**src/rtl/fetch_queue_if.sv**
```systemverilog
// rtl/fetch_queue_if.sv - fetch-to-decode handshake bundle for fetch_queue
interface fetch_queue_if #(
    parameter int ADDR_WIDTH  = 32,
    parameter int INSTR_WIDTH = 32,
    parameter int CNT_WIDTH   = 3
);
    logic                   Flush;
    logic                   In_Valid;
    logic                   In_Ready;
    logic [ADDR_WIDTH-1:0]  In_PC;
    logic [INSTR_WIDTH-1:0] In_Instr;
    logic                   Out_Valid;
    logic                   Out_Ready;
    logic [ADDR_WIDTH-1:0]  Out_PC;
    logic [INSTR_WIDTH-1:0] Out_Instr;
    logic [CNT_WIDTH-1:0]   Count;
    logic                   Almost_Full;

    modport master (
        output Flush, In_Valid, In_PC, In_Instr, Out_Ready,
        input  In_Ready, Out_Valid, Out_PC, Out_Instr, Count, Almost_Full
    );

    modport slave (
        input  Flush, In_Valid, In_PC, In_Instr, Out_Ready,
        output In_Ready, Out_Valid, Out_PC, Out_Instr, Count, Almost_Full
    );
endinterface

```
**src/rtl/fetch_queue.sv**
```systemverilog
// rtl/fetch_queue.sv - DEPTH-entry {PC, instruction} queue between fetch and decode
module fetch_queue #(
    parameter int          ADDR_WIDTH   = 32,
    parameter int          INSTR_WIDTH  = 32,
    parameter int          DEPTH        = 4,
    parameter int          AFULL_THRESH = 3,
    parameter bit          BYPASS       = 1'b1,
    parameter logic [31:0] NOP_INSTR    = 32'h00000013
) (
    input  logic          clk,
    input  logic          rst,
    fetch_queue_if.slave  fq
);
    localparam int CW = $clog2(DEPTH + 1);
    localparam int PW = (DEPTH > 1) ? $clog2(DEPTH) : 1;

    localparam logic [CW-1:0] CNT_MAX   = CW'(DEPTH);
    localparam logic [CW-1:0] CNT_AFULL = CW'(AFULL_THRESH);
    localparam logic [PW-1:0] PTR_LAST  = PW'(DEPTH - 1);

    logic [ADDR_WIDTH-1:0]  memPc    [DEPTH];
    logic [INSTR_WIDTH-1:0] memInstr [DEPTH];

    logic [PW-1:0] wp;
    logic [PW-1:0] rp;
    logic [CW-1:0] count;

    logic inReady;
    logic outValid;
    logic isEmpty;
    logic bypassHit;
    logic push;
    logic pop;
    logic bypassConsume;
    logic doWrite;
    logic doRead;

    logic [ADDR_WIDTH-1:0]  outPc;
    logic [INSTR_WIDTH-1:0] outInstr;

    function automatic logic [PW-1:0] nextPtr(input logic [PW-1:0] p);
        return (p == PTR_LAST) ? '0 : p + PW'(1);
    endfunction

    assign isEmpty   = (count == '0);
    assign inReady   = !rst && (count < CNT_MAX);
    assign bypassHit = BYPASS && isEmpty && fq.In_Valid && inReady;
    assign outValid  = !fq.Flush && !rst && (!isEmpty || bypassHit);

    assign push = fq.In_Valid && inReady && !fq.Flush;
    assign pop  = outValid && fq.Out_Ready;

    // An empty queue only pops through the bypass path, so that pair never touches storage.
    assign bypassConsume = isEmpty && push && pop;
    assign doWrite       = push && !bypassConsume;
    assign doRead        = pop && !bypassConsume;

    always_ff @(posedge clk) begin
        if (rst) begin
            wp    <= '0;
            rp    <= '0;
            count <= '0;
        end else if (fq.Flush) begin
            wp    <= '0;
            rp    <= '0;
            count <= '0;
        end else begin
            if (doWrite) begin
                wp <= nextPtr(wp);
            end
            if (doRead) begin
                rp <= nextPtr(rp);
            end
            case ({doWrite, doRead})
                2'b10:   count <= count + CW'(1);
                2'b01:   count <= count - CW'(1);
                default: count <= count;
            endcase
        end
    end

    // Storage is left unreset; the registered count keeps stale entries from reaching the output.
    always_ff @(posedge clk) begin
        if (doWrite) begin
            memPc[wp]    <= fq.In_PC;
            memInstr[wp] <= fq.In_Instr;
        end
    end

    always_comb begin
        outPc    = '0;
        outInstr = INSTR_WIDTH'(NOP_INSTR);
        if (outValid) begin
            if (!isEmpty) begin
                outPc    = memPc[rp];
                outInstr = memInstr[rp];
            end else begin
                outPc    = fq.In_PC;
                outInstr = fq.In_Instr;
            end
        end
    end

    assign fq.In_Ready    = inReady;
    assign fq.Out_Valid   = outValid;
    assign fq.Out_PC      = outPc;
    assign fq.Out_Instr   = outInstr;
    assign fq.Count       = count;
    assign fq.Almost_Full = !rst && (count >= CNT_AFULL);

    countBound: assert property (@(posedge clk) count <= CNT_MAX);
    popNeedsValid: assert property (@(posedge clk) disable iff (rst) pop |-> outValid);
    emptyPtrsEqual: assert property (@(posedge clk) disable iff (rst) isEmpty |-> (wp == rp));
endmodule

```
**src/flat_wrapper.sv**
```systemverilog
// flat-port wrapper written by rule: the top's interface ports become plain ports
module fetch_queue_flat 
#(
    parameter int          ADDR_WIDTH   = 32,
    parameter int          INSTR_WIDTH  = 32,
    parameter int          DEPTH        = 4,
    parameter int          AFULL_THRESH = 3,
    parameter bit          BYPASS       = 1'b1,
    parameter logic [31:0] NOP_INSTR    = 32'h00000013
)
  (clk, rst, fq_Flush, fq_In_Valid, fq_In_PC, fq_In_Instr, fq_Out_Ready, fq_In_Ready, fq_Out_Valid, fq_Out_PC, fq_Out_Instr, fq_Count, fq_Almost_Full);
  fetch_queue_if #(.ADDR_WIDTH(ADDR_WIDTH), .INSTR_WIDTH(INSTR_WIDTH), .CNT_WIDTH(3)) fq_i ();
  input  logic clk;
  input  logic rst;
  input wire logic [$bits(fq_i.Flush)-1:0] fq_Flush;
  input wire logic [$bits(fq_i.In_Valid)-1:0] fq_In_Valid;
  input wire logic [$bits(fq_i.In_PC)-1:0] fq_In_PC;
  input wire logic [$bits(fq_i.In_Instr)-1:0] fq_In_Instr;
  input wire logic [$bits(fq_i.Out_Ready)-1:0] fq_Out_Ready;
  output wire logic [$bits(fq_i.In_Ready)-1:0] fq_In_Ready;
  output wire logic [$bits(fq_i.Out_Valid)-1:0] fq_Out_Valid;
  output wire logic [$bits(fq_i.Out_PC)-1:0] fq_Out_PC;
  output wire logic [$bits(fq_i.Out_Instr)-1:0] fq_Out_Instr;
  output wire logic [$bits(fq_i.Count)-1:0] fq_Count;
  output wire logic [$bits(fq_i.Almost_Full)-1:0] fq_Almost_Full;
  assign fq_i.Flush = fq_Flush;
  assign fq_i.In_Valid = fq_In_Valid;
  assign fq_i.In_PC = fq_In_PC;
  assign fq_i.In_Instr = fq_In_Instr;
  assign fq_i.Out_Ready = fq_Out_Ready;
  assign fq_In_Ready = fq_i.In_Ready;
  assign fq_Out_Valid = fq_i.Out_Valid;
  assign fq_Out_PC = fq_i.Out_PC;
  assign fq_Out_Instr = fq_i.Out_Instr;
  assign fq_Count = fq_i.Count;
  assign fq_Almost_Full = fq_i.Almost_Full;
  fetch_queue #(.ADDR_WIDTH(ADDR_WIDTH), .INSTR_WIDTH(INSTR_WIDTH), .DEPTH(DEPTH), .AFULL_THRESH(AFULL_THRESH), .BYPASS(BYPASS), .NOP_INSTR(NOP_INSTR)) u_core (.clk(clk), .rst(rst), .fq(fq_i));
endmodule
```
**config.mk**
```make
export PLATFORM = sky130hd
export DESIGN_NAME = fetch_queue_flat
export DESIGN_NICKNAME = d
export VERILOG_FILES = /design/src/rtl/fetch_queue_if.sv /design/src/rtl/fetch_queue.sv /design/src/flat_wrapper.sv
export SDC_FILE = /design/constraint.sdc
export NUM_CORES = 1
export LEC_CHECK = 0
export ABC_AREA = 1
export CAP_MARGIN = 5
export CORE_MARGIN = 2
export CORE_UTILIZATION = 35
export DETAILED_ROUTE_END_ITERATION = 10
export PLACE_DENSITY = 0.65
export RECOVER_POWER = 25
export SETUP_SLACK_MARGIN = 0.4
export SKIP_CTS_REPAIR_TIMING = 1
export SKIP_LAST_GASP = 1
export SLEW_MARGIN = 10
export SYNTH_ARGS = -nofsm -noshare
export SYNTH_HDL_FRONTEND = slang
export SYNTH_SLANG_ARGS = --single-unit
```
**constraint.sdc**
```tcl
create_clock -name clk -period 5.4 [get_ports clk]
set_clock_uncertainty 0.05 [all_clocks]
set_input_delay 0.81 -clock clk [delete_from_list [all_inputs] [get_ports clk]]
set_output_delay 0.81 -clock clk [all_outputs]
set_load 0.03 [all_outputs]
```
; After elaboration in Yosys (flattened, before gate mapping)
; Memories as Yosys holds them, arrays and structs flattened. A register that Yosys moved wholly into a read port is not among the register bits.
; Index checks and enable logic that the tools add are counted.
[totals]
input_bits = 69
memories = 2
register_bits = 7
out_inout_bits = 70
mem_bits_rw = 256
elab_cells = 49
[classes]
addsub = 4
n_lt_le_gt_ge = 2
n_reduce_logical = 21
mux = 13
n_eq_ne = 4
[mem_list]
columns = memory, depth, word_bits, rd, rd_clocked_by_memory_dff, write_ports, line
row1 = u_core.memInstr, 4, 32, 1, 1, 1, fetch_queue.sv:22  ; logic [INSTR_WIDTH-1:0] memInstr [DEPTH];
row2 = u_core.memPc, 4, 32, 1, 1, 1, fetch_queue.sv:21  ; logic [ADDR_WIDTH-1:0] memPc [DEPTH];
[op_table]
columns = operator, n
row1 = two-way mux 32 bit, 4
row2 = logical AND 1 bit, 13
row3 = two-way mux 2 bit, 6
row4 = "equality test 2 bit, second input constant", 3
row5 = case mux 3 bit (2 select lines), 1
row6 = "adder 2 x 1 -> 2 bit, second input constant", 2
row7 = zero test 1 bit, 4
row8 = "adder 3 x 1 -> 3 bit, second input constant", 1
row9 = "greater-or-equal comparator 3 x 2 -> 1 bit, second input constant", 1
row10 = zero test 3 bit, 1
row11 = "less-than comparator 3 bit, second input constant", 1
row12 = "subtractor 3 x 1 -> 3 bit, second input constant", 1
row13 = "equality test 2 x 1 -> 1 bit, second input constant", 1
row14 = two-way mux 1 bit, 2
row15 = nonzero test 2 bit, 1
row16 = OR reduction 2 bit, 1
row17 = logical OR 1 bit, 1

; Logic depth before layout (Yosys ltp)
[logic_depth]
word_depth = 11
depth_mapped = 12
depth_no_buf = 12

; Worst setup path before layout
; Ideal clock, no wire load.
[synth_timing]
path_kind = input-to-reg
from = in rst
to = mem u_core.memInstr[0][0] (enable)
arrival_time_ps = 3940
required_time_ps = 4863
cell_stages = 5
path_slack_ps = 923
setup_ps = 487
cell_sequence = inv_2 > nand2_2 > nor3_2 > nand2_1 > nor2_1
[synth_between]
elab_chain_cells = 11
[synth_rtl]
columns = item, line
row1 = from (decl), flat_wrapper.sv:14  ; input logic rst;
row2 = zero test 1 bit (*), "fetch_queue.sv:46, fetch_queue.sv:48"
row3 = logical AND 1 bit, fetch_queue.sv:46  ; assign inReady = !rst && (count < CNT_MAX);
row4 = logical AND 1 bit, fetch_queue.sv:47  ; assign bypassHit = BYPASS && isEmpty && fq.In_Valid && inReady;
row5 = logical OR 1 bit, fetch_queue.sv:48  ; assign outValid = !fq.Flush && !rst && (!isEmpty || bypassHit);
row6 = logical AND 1 bit, fetch_queue.sv:48
row7 = logical AND 1 bit, fetch_queue.sv:51  ; assign pop = outValid && fq.Out_Ready;
row8 = logical AND 1 bit, fetch_queue.sv:54  ; assign bypassConsume = isEmpty && push && pop;
row9 = zero test 1 bit, fetch_queue.sv:55  ; assign doWrite = push && !bypassConsume;
row10 = logical AND 1 bit (*), fetch_queue.sv:55
row11 = two-way mux 1 bit (*), fetch_queue.sv:84  ; if (doWrite) begin
row12 = two-way mux 1 bit (implied by the code) (*), fetch_queue.sv:86  ; memInstr[wp] <= fq.In_Instr;
row13 = to (decl), fetch_queue.sv:22
; Every way passes the cells marked *; elsewhere a longest branch is shown, timed or not.

; Worst setup path in the final report
[layout_timing]
from = in rst
to = out fq_Out_Instr[1]
[layout_between]
elab_chain_cells = 6
[layout_rtl]
columns = item, line
row1 = zero test 1 bit (*), "fetch_queue.sv:46, fetch_queue.sv:48"
row2 = logical AND 1 bit, fetch_queue.sv:46
row3 = logical AND 1 bit, fetch_queue.sv:47
row4 = logical OR 1 bit, fetch_queue.sv:48
row5 = logical AND 1 bit (*), fetch_queue.sv:48
row6 = two-way mux 32 bit (*), fetch_queue.sv:93  ; if (outValid) begin
row7 = to (decl), flat_wrapper.sv:23  ; output wire logic [$bits(fq_i.Out_Instr)-1:0] fq_Out_Instr;
; Marks and branches as above.

==> impl_metrics.csv <==
group,metric,value,unit
global_route,grt_max_degree,89,
synthesis,ys_ff_latch,265,
worst_setup_path,critical_path_class,"in2out",
synthesis,netlist_area,11300,sq um
synthesis,synth_cell_types,25,
power_and_ir_drop,finalPower,4.20,mW
timing,setup_viol,0,
global_route,antenna_found_initial,1,
worst_setup_path,r2r_slack,1.84,ns
die,ios,139,
placed_design,place_inst,1462,
layout,num_antenna_cells,0,
synthesis,netlist_instances,970,
global_route,met3_usage,2.52,%
layout,area_growth,22.5,%
routing,vias,7549,
power_and_ir_drop,ir_drop,0.185,mV
power_and_ir_drop,p_seq_share,54.2,%
global_route,grt_use_met2,26.4,%
timing,finalCriticalPeriod,4.30,ns
placed_design,hpwl,13900,um
power_and_ir_drop,leakage,4.67,nW
worst_setup_path,required,4.54,ns
synthesis,synth_seq_area_share,69.8,%
clocking,cts.clk_slew.worst_paths,0.05,ns
worst_setup_path,arrival,3.44,ns
worst_setup_path,startpoint_type,"input port",
layout,fin_nets,1165,
min_path,hp-class,"reg2reg",
clocking,clock-sinks,265,
synthesis,syn_area_per_cell,11.6,sq um
layout,finalNonFillerCells,1509,
global_route,grt-ovfl-total,0,
die,rows,65,
timing,slew_violations,0,
worst_setup_path,cp_max_fo,25,
run,cap_violations,0,
die,die_y,183,um
clocking,cts.htree.levels,1,
worst_setup_path,worstSetupEndpointType,"output port",
timing,fmax,233,MHz
routing,drt-vias-per-instance,5.00,
clocking,cts_buffer_depth,3,
power_and_ir_drop,pwr-share-comb,4.7,%
synthesis,yosysTopAreaCellShare,68.2,%
layout,final_common_cell,"nor2_1",
routing,drtPass1Iterations,4,
power_and_ir_drop,p_int,3.35,mW
timing,hold_viol,0,
timing,fin_crit_sh,79.6,%
die,die-area,33600,sq um
power_and_ir_drop,p_sw,0.850,mW
timing,slew_headroom,29.5,%
power_and_ir_drop,power.density,304,nW/um^2
timing,hold_ws,0.437,ns
timing,rsz0062_at_grt,"no",
layout,layout-drive-gt1-share,10.1,%
routing,drt-initial-drc-count,558,
synthesis,synth_warnings,0,
die,die_w,183,um
global_route,grtUsageMet1,20.2,%
power_and_ir_drop,pwr-share-clk,41.1,%
routing,drt-total-wl,25800,um
timing,layout_setup_ws,1.10,ns
layout,final_cell_mix,"313 x nor2_1, 256 x edfxtp_1, 131 x o21ai_0",
status,status,"completed",
die,start_util,35.6,%
clocking,cts_tree,"built",
placed_design,gp_congestion,0.698,
placed_design,numPortBuffers,138,
die,core,31600,sq um
power_and_ir_drop,swShare,20.2,%
timing,finalSetupTns,0,ns
placed_design,place_ws,1.07,ns
synthesis,syn-num-nets,1046,
global_route,busiest_layer,"met2",
global_route,grtUsageTotal,15.4,%
clocking,cts_root_buf,"clkbuf_16",
routing,ant_nets,0,
clocking,worstSkewPairLatency,0.52,ns
global_route,first_global_vias,7519,
routing,post-route-drc-count,0,
synthesis,synth_top_area_cell,"edfxtp_1",
timing,tightest_slew,1.06,ns
routing,avgRoutedWirePerCell,17.1,um
global_route,grt_pass1_wl,40800,um
clocking,cts_buffers,27,
synthesis,synth_area_leaders,"edfxtp_1 68%, nor2_1 11%, o21ai_0 5.8%",
[kinds of logic (layout without fill, tap and decap cells)]
logic type	Yosys count	in the layout	synth area share, %
flops	265	265	69.8
simple gates	360	360	12.3
fa+ha+maj	7	7	0.844
compound gates	256	256	12.9
buf+inv	82	219	4.08
[state kept, by name, indices dropped and copies added, names as in the netlist, named ones only]
| signal | flops |
|---|---|
| u_core.memPc | 128 |
| u_core.rp | 2 |
| u_core.fq.Count | 3 |
| u_core.memInstr | 128 |
| u_core.wp | 2 |
[power groups by stage]
| stage | combinational, mW | sequential (mW) | clock, mW |
|---|---|---|---|
| 2_1_floorplan | 0.0831 | 2.32 | 0 |
| 3_3_place_gp | 0.200 | 2.32 | 0 |
| 3_5_place_dp | 0.204 | 2.32 | 0 |
| 4_1_cts | 0.204 | 2.28 | 1.77 |
| 5_1_grt | 0.213 | 2.28 | 1.85 |
| 6_report | 0.196 | 2.28 | 1.73 |
[cells in the mapped netlist]
| cell | number |
|---|---|
| nor2_1 | 317 |
| edfxtp_1 | 256 |
| o21ai_0 | 131 |
| a21oi_1 | 68 |
| o21ai_2 | 46 |
| buf_2 | 39 |
| nand2_1 | 24 |
| clkbuf_1 | 13 |
| inv_1 | 13 |
| nand3_1 | 12 |
| o21ai_1 | 10 |
| dfxtp_1 | 9 |
| ha_1 | 6 |
| inv_2 | 6 |
| buf_12 | 4 |
| buf_4 | 4 |
| buf_8 | 2 |
| nand4_1 | 2 |
| nor2_2 | 2 |
| a211oi_1 | 1 |
| clkinv_1 | 1 |
| fa_1 | 1 |
| nand2_2 | 1 |
| nand3b_1 | 1 |
| nor3_2 | 1 |
[stage by stage]
stage / utilization (%) / area [sq um]
global placement: 41.1 / 13000
global route: 43.6 / 13800
CTS: 43.6 / 13800
floorplan: - / 11300
detailed placement: 41.1 / 13000
finish: 43.6 / 13800
[final cells by class]
| type | count | area, sq um |
|---|---|---|
| timing repair buffer | 152 | 1560 |
| tap | 402 | 503 |
| clock inverter | 16 | 121 |
| multi-input combinational | 623 | 2980 |
| clock buffer | 31 | 691 |
| inverter | 20 | 78.8 |
| fill | 2833 | 17800 |
| sequential | 265 | 7870 |
[critical path: stages]
cell             delay, ns
clkdlybuf4s50_1       0.54
inv_2                 0.06
nand2_2               0.10
nor2_2                0.04
o21ai_1               0.15
clkinv_2              0.48
buf_4                 0.44
nand3_1               0.10
clkdlybuf4s50_1       0.67
[per-layer routing]
layer | part of all wire (%) | up-vias
met5 | 0.050 | -
met1 | 43 | 3629
li1 | - | 3647
met3 | 6.0 | 45
met2 | 49 | 226
met4 | 1.9 | 2
[path summary, 6_finish.rpt]
path,from,endpoint,depth (start not counted)
max,rst,fq_Out_Instr[1],9
min,u_core.rp[1]$_SDFFE_PP0N_,register,2
max reg2reg,u_core.fq.Count[2]$_SDFFE_PP0P_,u_core.fq.Count[2]$_SDFFE_PP0P_,12
min reg2reg,u_core.rp[1]$_SDFFE_PP0N_,register,2
Power figures use the tool's default switching activity.
